**config.mk**
```make
export PLATFORM = sky130hd
export DESIGN_NAME = demux_router
export DESIGN_NICKNAME = d
export VERILOG_FILES = /design/src/rtl/demux_pkg.sv /design/src/rtl/demux_slot.sv /design/src/rtl/demux_router.sv
export SDC_FILE = /design/constraint.sdc
export NUM_CORES = 1
export LEC_CHECK = 0
export ABC_AREA = 1
export BUFFER_PORTS_ARGS = -buffer_cell sky130_fd_sc_hd__buf_2
export CORE_MARGIN = 4
export CORE_UTILIZATION = 30
export CTS_BUF_LIST = sky130_fd_sc_hd__clkbuf_4
export CTS_CLUSTER_SIZE = 40
export DETAILED_ROUTE_END_ITERATION = 8
export PLACE_DENSITY = 0.64
export SYNTH_ARGS = -nofsm -noshare
export SYNTH_HDL_FRONTEND = slang
export SYNTH_SLANG_ARGS = --single-unit
```
**constraint.sdc**
```tcl
create_clock -name clk -period 1.54 [get_ports clk]
set_input_delay 0.308 -clock clk [delete_from_list [all_inputs] [get_ports clk]]
set_output_delay 0.308 -clock clk [all_outputs]
set_load 0.05 [all_outputs]
```
**src/rtl/demux_pkg.sv**
```systemverilog
// Shared types and helpers for the demux_router slice: slot states, parameter defaults and
// packed-bus indexing.
package demux_pkg;

    localparam int unsigned CNT_W_DEFAULT = 8;

    typedef enum logic [0:0] {
        StEmpty,
        StFull
    } slot_state_e;

    function automatic int unsigned sel_width(input int unsigned channels);
        return (channels > 1) ? $clog2(channels) : 1;
    endfunction

    function automatic int unsigned slice(input int unsigned k, input int unsigned width);
        return k * width;
    endfunction

endpackage

```
**src/rtl/demux_slot.sv**
```systemverilog
// One-entry output holding register with valid/ready handshake. A load in the same cycle as a
// drain refills the slot without a bubble.
module demux_slot
    import demux_pkg::*;
#(
    parameter int unsigned WIDTH = 4
) (
    input  logic             clk,
    input  logic             rst,
    input  logic             load,
    input  logic [WIDTH-1:0] load_data,
    input  logic             out_ready,
    output logic             out_valid,
    output logic [WIDTH-1:0] out_data,
    output logic             free
);

    slot_state_e      state_q, state_d;
    logic [WIDTH-1:0] data_q, data_d;

    always_ff @(posedge clk) begin
        if (rst) begin
            state_q <= StEmpty;
            data_q  <= '0;
        end else begin
            state_q <= state_d;
            data_q  <= data_d;
        end
    end

    always_comb begin
        state_d = state_q;
        data_d  = data_q;
        unique case (state_q)
            StEmpty: begin
                if (load) begin
                    state_d = StFull;
                    data_d  = load_data;
                end
            end
            StFull: begin
                if (load) begin
                    data_d = load_data;
                end else if (out_ready) begin
                    state_d = StEmpty;
                end
            end
        endcase
    end

    assign out_valid = (state_q == StFull);
    assign out_data  = data_q;
    assign free      = (state_q == StEmpty) | out_ready;

endmodule

```
**src/rtl/demux_router.sv**
```systemverilog
// Registered 1-to-N demultiplexer with per-channel holding slots, all-or-nothing broadcast and a
// saturating counter of words dropped for an out-of-range select.
module demux_router
    import demux_pkg::*;
#(
    parameter int unsigned WIDTH    = 4,
    parameter int unsigned CHANNELS = 4,
    parameter int unsigned SEL_W    = sel_width(CHANNELS),
    parameter int unsigned CNT_W    = CNT_W_DEFAULT
) (
    input  logic                      clk,
    input  logic                      rst,
    input  logic [WIDTH-1:0]          In,
    input  logic                      in_valid,
    output logic                      in_ready,
    input  logic [SEL_W-1:0]          Sel_DeMux,
    input  logic                      Broadcast,
    input  logic                      Enable,
    output logic [CHANNELS*WIDTH-1:0] out_data,
    output logic [CHANNELS-1:0]       out_valid,
    input  logic [CHANNELS-1:0]       out_ready,
    output logic [CNT_W-1:0]          drop_count
);

    logic [CHANNELS-1:0] sel_hit;
    logic [CHANNELS-1:0] free;
    logic [CHANNELS-1:0] load;
    logic                sel_in_range;
    logic                accept;
    logic                drop;
    logic [CNT_W-1:0]    drop_q, drop_d;

    // Decoding by equality keeps the range check valid for non-power-of-two channel counts.
    always_comb begin
        sel_hit = '0;
        for (int unsigned k = 0; k < CHANNELS; k++) begin
            sel_hit[k] = (Sel_DeMux == SEL_W'(k));
        end
    end

    assign sel_in_range = |sel_hit;

    always_comb begin
        in_ready = 1'b0;
        if (Enable && !rst) begin
            if (Broadcast) begin
                in_ready = &free;
            end else if (sel_in_range) begin
                in_ready = |(sel_hit & free);
            end else begin
                in_ready = 1'b1;
            end
        end
    end

    assign accept = in_valid & in_ready;
    assign load   = accept ? (Broadcast ? {CHANNELS{1'b1}} : sel_hit) : '0;
    assign drop   = accept & ~Broadcast & ~sel_in_range;

    always_comb begin
        drop_d = drop_q;
        if (drop && (drop_q != {CNT_W{1'b1}})) begin
            drop_d = drop_q + CNT_W'(1);
        end
    end

    always_ff @(posedge clk) begin
        if (rst) begin
            drop_q <= '0;
        end else begin
            drop_q <= drop_d;
        end
    end

    assign drop_count = drop_q;

    for (genvar k = 0; k < CHANNELS; k++) begin : g_slot
        demux_slot #(
            .WIDTH(WIDTH)
        ) u_slot (
            .clk      (clk),
            .rst      (rst),
            .load     (load[k]),
            .load_data(In),
            .out_ready(out_ready[k]),
            .out_valid(out_valid[k]),
            .out_data (out_data[slice(k, WIDTH) +: WIDTH]),
            .free     (free[k])
        );
    end

endmodule

```
* After elaboration in Yosys (flattened, before gate mapping)
Index checks and enable logic that the tools add are counted.
** Word-level totals
- Register bits :: 28
- Output and inout bits :: 29
- Word-level logic and storage cells :: 60
** Cells by class
- $add $sub $neg :: 1
- Equal/unequal tests :: 4
- Multiplexer cells :: 25
- Bitwise logic cells :: 14
- Reductions and logical operators :: 7
** Operator list (number)
- $mux W4 :: 6
- $mux W1 :: 15
- $add A8 B1 Y8 const B :: 1
- $ne A8 B8 Y1 const B :: 1
- $pmux W1 S2 :: 4
- $reduce_or A4 Y1 :: 2
- $not A1 Y1 :: 6
- $and A4 B4 Y4 :: 1
- $eq A2 B2 Y1 const B :: 2
- $or A1 B1 Y1 :: 4
- $reduce_and A4 Y1 :: 1
- $and A1 B1 Y1 :: 3
- $eq A2 B1 Y1 const B :: 1
- $logic_and A1 B1 Y1 :: 2
- $logic_not A2 Y1 :: 1
- $logic_not A1 Y1 :: 1

* Logic depth before layout (Yosys ltp)
Gate-level depths: netlist of run 1.
- Depth in word-level cells :: 11
- Mapped depth :: 10
- Gate-level depth less buffers :: 10

* Hierarchy
A second synthesis of run 1 with hierarchy kept.
** Second synthesis, totals
- Cell total of the unflattened synthesis :: 143
- Area, all modules :: 1058.5 um^2
** Modules (own cells, without submodules)
- demux_slot :: instances 4, cells each 22, area each 173.9 um^2
- demux_router :: instances 1, cells each 55, area each 362.8 um^2

* Worst setup path after synthesis of run 1
No wires, ideal clock.
- Kind :: input port to output port
- Start :: in out_ready[1]
- End :: out in_ready
- Data arrival time :: 1065 ps
- Data required time :: 1232 ps
- Slack :: 167 ps
- Stages on the path :: 7
- Path buffers :: 1
- Cell sequence :: inv_1 -> nand2_1 -> nand2_1 -> o21ai_0 -> nand2_1 -> nor2_4 -> buf_6
** On the way
- Word-level cells in the longest chain between the ends :: 6
- Elaborated cells between the ends (all ways) :: 7
- Classes of those cells :: mux (3); bitwise (2); reduce/logical (2)
** RTL lines
- start: declaration :: line demux_router.sv:21 : input logic [CHANNELS-1:0] out_ready,
- $or A1 B1 Y1 (*) :: line demux_slot.sv:53 : assign free = (state_q == StEmpty) | out_ready;
- $and A4 B4 Y4 :: line demux_router.sv:49 : in_ready = |(sel_hit & free);
- $reduce_or A4 Y1 :: line demux_router.sv:49
- $mux W1 :: line demux_router.sv:48 : end else if (sel_in_range) begin
- $mux W1 (*) :: line demux_router.sv:46 : if (Broadcast) begin
- $mux W1 (*) :: line demux_router.sv:45 : if (Enable && !rst) begin
- end: declaration :: line demux_router.sv:15 : output logic in_ready,
Mark *: on every way between the ends. The rest lies on a longest branch, timed or not.

* Worst setup path in the final report of run 1
- Start :: reg g_slot[1].u_slot.state_q
- End :: out in_ready
** On the way
- Word-level cells in the longest chain between the ends :: 7
- Elaborated cells between the ends (all ways) :: 8
- Classes of those cells :: mux (3); bitwise (3); reduce/logical (2)
** RTL lines
- start: declaration :: line demux_slot.sv:18 : slot_state_e state_q, state_d;
- start signal: assignment :: line demux_slot.sv:23 : state_q <= StEmpty;
- start signal: assignment :: line demux_slot.sv:26 : state_q <= state_d;
- $not A1 Y1 (*) :: line demux_slot.sv:53
- $or A1 B1 Y1 (*) :: line demux_slot.sv:53
- $and A4 B4 Y4 :: line demux_router.sv:49
- $reduce_or A4 Y1 :: line demux_router.sv:49
- $mux W1 :: line demux_router.sv:48
- $mux W1 (*) :: line demux_router.sv:46
- $mux W1 (*) :: line demux_router.sv:45
Marked as above.

==> reports/summary.txt, run 1 <==
=================================================================================
Outcome ............................................................ finished, violations left
Violated checks .................................................... setup timing
Die span in y ......................................................     74.18 µm
Number of global-route vias before repair ..........................         1160
Post-DRT Antenna Nets ..............................................            0
Clock net sink count ...............................................           28
Initial antenna violation count ....................................            0
Highest attainable clock frequency .................................    602.8 MHz
Initial core utilization ...........................................       31.92%
Clock insertion delay at the later pin of the skew report ..........       330 ps
Standard-cell row count ............................................           23
Port Buffer Count ..................................................           43
Global-route wire length before repair .............................      4919 µm
Share of total power in combinational logic ........................        19.4%
Critical-path maximum fanout .......................................            2
Period minus WS final ..............................................      1659 ps
Syn_area_per_cell ..................................................    6.536 µm²
Warnings, synthesis ................................................            0
Pin count of the biggest net entering global routing ...............           17
DRC violations left ................................................            0
Layout cells sized above 1 .........................................       31.08%
Final weighted congestion of routability-driven global placement ...       0.8249
Cell repeated most along the worst path ............................ sky130_fd_sc_hd__nand2_2
Max_slew headroom ..................................................       80.79%
Utilization after layout ...........................................       42.41%
CTS tree ...........................................................         done
Arrival @ worst endpoint ...........................................      1350 ps
Post-Route Setup TNS ...............................................    -118.9 ps
Die outline width ..................................................     74.18 µm
Die Footprint ...................................................... 0.005502 mm²
Max VDD drop .......................................................    0.4494 mV
I/O Pins ...........................................................           44
Final Hold Viols ...................................................            0
Final number of max-transition violations ..........................            0
Static leakage .....................................................    0.9611 nW
Power per unit of standard cell area ............................... 881.2 mW/mm²
Type of element capturing the critical path ........................ primary output
RSZ-0062 raised after global routing ...............................          yes
Initial DRT Pass Iterations ........................................            4
Yosys cell types ...................................................           17
Placeable Area ..................................................... 0.004115 mm²
N_diodes ...........................................................            0
Post-synthesis instance area ....................................... 0.001314 mm²
Area growth from synthesis to layout ...............................       32.86%
Sw power ...........................................................  0.0004359 W
Critical path startpoint category ..................................     register
Detailed-route wire length .........................................      3018 µm
Final worst setup slack ............................................    -118.9 ps
Clock group share of total power ...................................        31.5%
GRT busiest layer ..................................................         met2
Share of total power in sequential cells ...........................        49.1%
Worst min-delay path class .........................................       in2reg
Required time reported for the critical path endpoint ..............      1230 ps
Critical path cell sequence ........................................ nand2_2 > nand2_2 > o21ai_2 > nand2_2 > nor2_4 > buf_8
Pin slew with the least headroom to its limit ......................     285.2 ps
Register clock-pin slew on the reported worst setup and hold paths .       160 ps
Switching share of power ...........................................       28.34%
Critical path buffer and inverter count ............................            1
Post-detailed-route wirelength per cell ............................     10.03 µm
Clock tree buffer depth ............................................            2
Vias per cell ......................................................        4.259
Iteration-0 DRC Markers ............................................           39
Post-detail-place hpwl .............................................      2274 µm
Routing usage on met1 ..............................................       15.63%
Total track usage ..................................................       11.60%
Clock root cell .................................................... sky130_fd_sc_hd__clkbuf_4
Internal power .....................................................   0.001102 W
Number of CTS-inserted buffers .....................................            3
Post-Syn Instances .................................................          201
Maximum Capacitance Violations .....................................            0
Leftover overflow at the end of global routing .....................            0
Total vias in the final route ......................................         1282
Met3 usage .........................................................       2.838%
Share of the clock period used by the worst path after layout ......       107.7%
Crit path max-delay family .........................................   flip-flops
Synthesized net count ..............................................          216
Global routing met2 resource utilization ...........................       17.91%
Clk_skew ...........................................................     3.318 ps
H-tree lvl count ...................................................            1
Flops & latches, synth .............................................           28
Type of the worst setup path .......................................      reg2out
Post-layout nets ...................................................          267
Cell at the slowest stage of the critical path ..................... sky130_fd_sc_hd__dfxtp_2
Stage delay of the slowest cell on the critical path ...............       360 ps
Final-report setup violation count .................................            1
Sequential cell area fraction in the yosys report ..................       42.67%
=================================================================================
-- cell families after synthesis --
family                 count (synthesis)  synth area share [%]
AND/OR/NAND/NOR                      102                 34.67
flip-flops                            28                 42.67
AO/OA/AOI/OAI                          7                 2.666
buffers and inverters                 64                 20.00
-- Yosys cell counts, drive strengths merged --
master	number	area (µm²)
a21oi	4	20.02
buf	5	41.29
clkbuf	4	15.01
clkinv	2	7.510
dfxtp	28	560.5
inv	53	198.9
nand2	49	188.9
nand3	2	15.01
nand4	20	125.1
nor2	31	126.4
o21ai	3	15.01
-- stage by stage --
| step | power [W] | hold WS (ps) | cells | setup WS (ps) | area (µm²) |
|---|---|---|---|---|---|
| floorplan | 0.0009712 | 377.1 | 201 | 166.7 | 1314 |
| global placement | 0.001044 | 407.5 | 293 | -23.75 | 1595 |
| detailed placement | 0.001045 | 408.6 | 293 | -49.44 | 1595 |
| CTS | 0.001551 | 236.0 | 299 | -139.2 | 1703 |
| global route | 0.001618 | 249.4 | 301 | -182.8 | 1745 |
| finish | 0.001538 | 261.3 | 301 | -118.9 | 1745 |
-- flip-flops by register name, indices dropped and copies added (netlist names) --
signal and count:
g_slot.u_slot.out_data 16, drop_count 8, g_slot.u_slot.out_valid 4
-- area by class of cell --
class                           instances  area (µm²)
Tap cell                               50       62.56
Inverter                               55       206.4
Timing Repair Buffer                   55       319.1
Clock inverter                          1       30.03
Clock buffer                            3       22.52
Fill cell                             455        2370
Multi-Input combinational cell        109       539.3
Sequential cell                        28       565.5
-- placed cells by master, fill, tap and decap left out, drive strengths merged --
cell / count
nand2: 49
a21oi: 4
o21ai: 3
nand3: 2
clkinv: 2
clkbuf: 3
nand4: 20
buf: 55
inv: 53
dfxtp: 28
nor2: 31
bufinv: 1
-- power groups by stage --
stage / sequential, W / combinational [W] / clock, W
6_report: 0.000755 / 0.000299 / 0.000484
5_1_grt: 0.000758 / 0.000330 / 0.000531
4_1_cts: 0.000755 / 0.000291 / 0.000505
3_5_place_dp: 0.000770 / 0.000276 / 0
3_3_place_gp: 0.000769 / 0.000274 / 0
2_1_floorplan: 0.000831 / 0.000140 / 0
-- path summary, 6_finish.rpt --
check | startpoint | endpoint | slack [ps] | depth (start not counted)
hold reg to reg | drop_count[2]$_SDFFE_PP0P_ | drop_count[2]$_SDFFE_PP0P_ | 430 | 2
hold / removal | out_ready[2] | g_slot[2].u_slot.out_valid$_SDFF_PP0_ | 260 | 4
setup reg to reg | g_slot[3].u_slot.out_valid$_SDFF_PP0_ | g_slot[3].u_slot.out_valid$_SDFF_PP0_ | 10 | 9
setup / recovery | g_slot[1].u_slot.out_valid$_SDFF_PP0_ | in_ready | -120 | 6
-- worst min-delay path, cell delays in order --
cell and delay, ps:
sky130_fd_sc_hd__buf_2 70, sky130_fd_sc_hd__inv_1 50, sky130_fd_sc_hd__nand2_4 80, sky130_fd_sc_hd__a21oi_1 60
-- layer usage --
layer,wire (µm),up-vias
met1,1455,559
met2,1352,29
met4,23,0
met5,0,-
met3,187,2
li1,-,692
-- repair_timing --
item                                    CTS  global route
endpoints found under the setup margin    1            20
hold buffers                              0             0
gates resized for setup                  16             7
pin swaps                                 6            11
buffers inserted                          2             2
Power figures use the tool's default switching activity.
==> run 2, diff against run 1 <==
Clock period 1.54 ns to 1.9 ns, I/O delays scaled along.
==> reports/summary.txt, run 2 (synthesized netlist as in run 1, its figures left out) <==
=================================================================================
Max VDD drop .......................................................    0.3215 mV
Cell repeated most along the worst path ............................ sky130_fd_sc_hd__nand2_1
Max_slew headroom ..................................................       76.65%
Critical path cell sequence ........................................ nand2_1 > nand2_1 > o21ai_2 > nand2_2 > nor2_4 > buf_8
CTS tree ...........................................................         done
Stage delay of the slowest cell on the critical path ...............       340 ps
Standard-cell row count ............................................           23
Initial DRT Pass Iterations ........................................            4
N_diodes ...........................................................            0
Share of the clock period used by the worst path after layout ......       93.29%
Leftover overflow at the end of global routing .....................            0
Initial core utilization ...........................................       31.92%
Die span in y ......................................................     74.18 µm
Most common cell after layout, fill and taps aside ................. sky130_fd_sc_hd__inv_1
Initial antenna violation count ....................................            0
Iteration-0 DRC Markers ............................................           59
H-tree lvl count ...................................................            1
Area growth from synthesis to layout ...............................       24.67%
Commonest cells after routing, fill and taps aside ................. 53 x sky130_fd_sc_hd__inv_1, 45 x sky130_fd_sc_hd__nand2_1, 42 x sky130_fd_sc_hd__buf_2
Static leakage .....................................................    0.9063 nW
Cell at the slowest stage of the critical path ..................... sky130_fd_sc_hd__dfxtp_1
Type of element capturing the critical path ........................ primary output
DRC violations left ................................................            0
Global-route wire length before repair .............................      4491 µm
Clock insertion delay at the later pin of the skew report ..........       330 ps
Vias per cell ......................................................        4.123
Pin count of the biggest net entering global routing ...............           21
Detailed-route wire length .........................................      2877 µm
Highest attainable clock frequency .................................    564.2 MHz
Post-detailed-placement cell area .................................. 0.001565 mm²
Port Buffer Count ..................................................           43
Clock tree buffer depth ............................................            2
Die outline width ..................................................     74.18 µm
Final-report setup violation count .................................            0
Placeable Area ..................................................... 0.004115 mm²
Post-DRT Antenna Nets ..............................................            0
Required time reported for the critical path endpoint ..............      1520 ps
Clock net sink count ...............................................           28
Layout cells sized above 1 .........................................       24.69%
Final weighted congestion of routability-driven global placement ...       0.8431
Post-CTS Setup Repair Bufs .........................................            0
Period minus WS final ..............................................      1772 ps
Final Hold Viols ...................................................            0
Post-detail-place hpwl .............................................      2213 µm
Post-route cell area ............................................... 0.001638 mm²
Number of CTS-inserted buffers .....................................            3
Maximum Capacitance Violations .....................................            0
Pin slew with the least headroom to its limit ......................     347.9 ps
Power per unit of standard cell area ............................... 750.1 mW/mm²
Critical path startpoint category ..................................     register
Clock root cell .................................................... sky130_fd_sc_hd__clkbuf_4
Arrival @ worst endpoint ...........................................      1390 ps
Number of global-route vias before repair ..........................         1019
Critical-path maximum fanout .......................................            3
Register clock-pin slew on the reported worst setup and hold paths .       150 ps
Final Hold Slack ...................................................     321.1 ps
Outcome ............................................................ finished clean
Die Footprint ...................................................... 0.005502 mm²
Clk_skew ...........................................................     1.993 ps
Final number of max-transition violations ..........................            0
Total track usage ..................................................       10.65%
Type of the worst setup path .......................................      reg2out
Max FFs per register ...............................................           16
Worst min-delay path class .........................................       in2reg
I/O Pins ...........................................................           44
Total vias in the final route ......................................         1208
Post-layout nets ...................................................          259
Post-detailed-route wirelength per cell ............................     9.819 µm
=================================================================================
run 2: cell count changes in the layout (fill, tap and decap cells not counted), moves of 2 or more:
cell                      previous run  this run
sky130_fd_sc_hd__nand2_1            39        45
sky130_fd_sc_hd__dfxtp_2             4         1
sky130_fd_sc_hd__buf_4              11         4
sky130_fd_sc_hd__nand2_2             8         4
sky130_fd_sc_hd__dfxtp_1            24        27
sky130_fd_sc_hd__nand2_4             2         0
run 2: timing repair:
| action | 4_1_cts | 5_1_grt |
|---|---|---|
| pin swaps | 0 | 3 |
| endpoints found under the hold margin | 0 | 0 |
| resized for setup | 1 | 7 |
| hold buffers | 0 | 0 |
| setup endpoints to repair | 1 | 1 |
run 2: critical path: cells and delay by family, from the launching register on:
family / cells / cell delay [ps]
flops: 1 / 340
simple gates: 4 / 400
buf+inv: 1 / 160
compound gates: 1 / 160
run 2: stage by stage:
step           std cells  util [%]  power (W)  setup TNS (ps)  setup WS, ps
2_1_floorplan        201         -  0.0007872               0         382.7
3_3_place_gp         289     38.04  0.0008402               0         200.7
3_5_place_dp         289     38.04  0.0008417               0         186.4
4_1_cts              293     39.37   0.001246               0         31.50
5_1_grt              293     39.80   0.001297          -11.66        -11.66
6_report             293     39.80   0.001229               0         127.6
run 2: worst paths after layout:
path                                         start                                   endpoint  slack [ps]  cells after the start
min                                   out_ready[2]      g_slot[2].u_slot.out_valid$_SDFF_PP0_         320                      4
max          g_slot[0].u_slot.out_valid$_SDFF_PP0_                                   in_ready         130                      6
min reg2reg             drop_count[3]$_SDFFE_PP0P_                 drop_count[3]$_SDFFE_PP0P_         430                      2
max reg2reg  g_slot[1].u_slot.out_valid$_SDFF_PP0_  g_slot[0].u_slot.out_data[1]$_SDFFE_PP0P_         400                      9
run 2: layout make-up:
cell class / count / area (µm²)
Multi-Input combinational cell: 109 / 499.2
Fill cell: 441 / 2477
Clock inverter: 1 / 30.03
Sequential cell: 28 / 561.8
Timing Repair Buffer: 47 / 255.2
Inverter: 55 / 206.4
Tap cell: 50 / 62.56
Clock buffer: 3 / 22.52
run 2: metal layers:
layer / vias up / global-route usage [%] / wire, µm / part of all wire (%)
met3: 2 / 2.297 / 234 / 8.1
met1: 492 / 14.98 / 1384 / 48
met5: - / 0 / 0 / 0
met4: 0 / 4.225 / 24 / 0.83
li1: 675 / - / - / -
met2: 39 / 15.85 / 1234 / 43
run 2: power by group:
| part | leakage [nW] | switching, W | internal [W] |
|---|---|---|---|
| combinational | 0.651 | 0.000159 | 0.0000640 |
| clock | 0.0279 | 0.000181 | 0.000213 |
| sequential | 0.227 | 0.00000684 | 0.000604 |
| total | 0.906 | 0.000347 | 0.000881 |
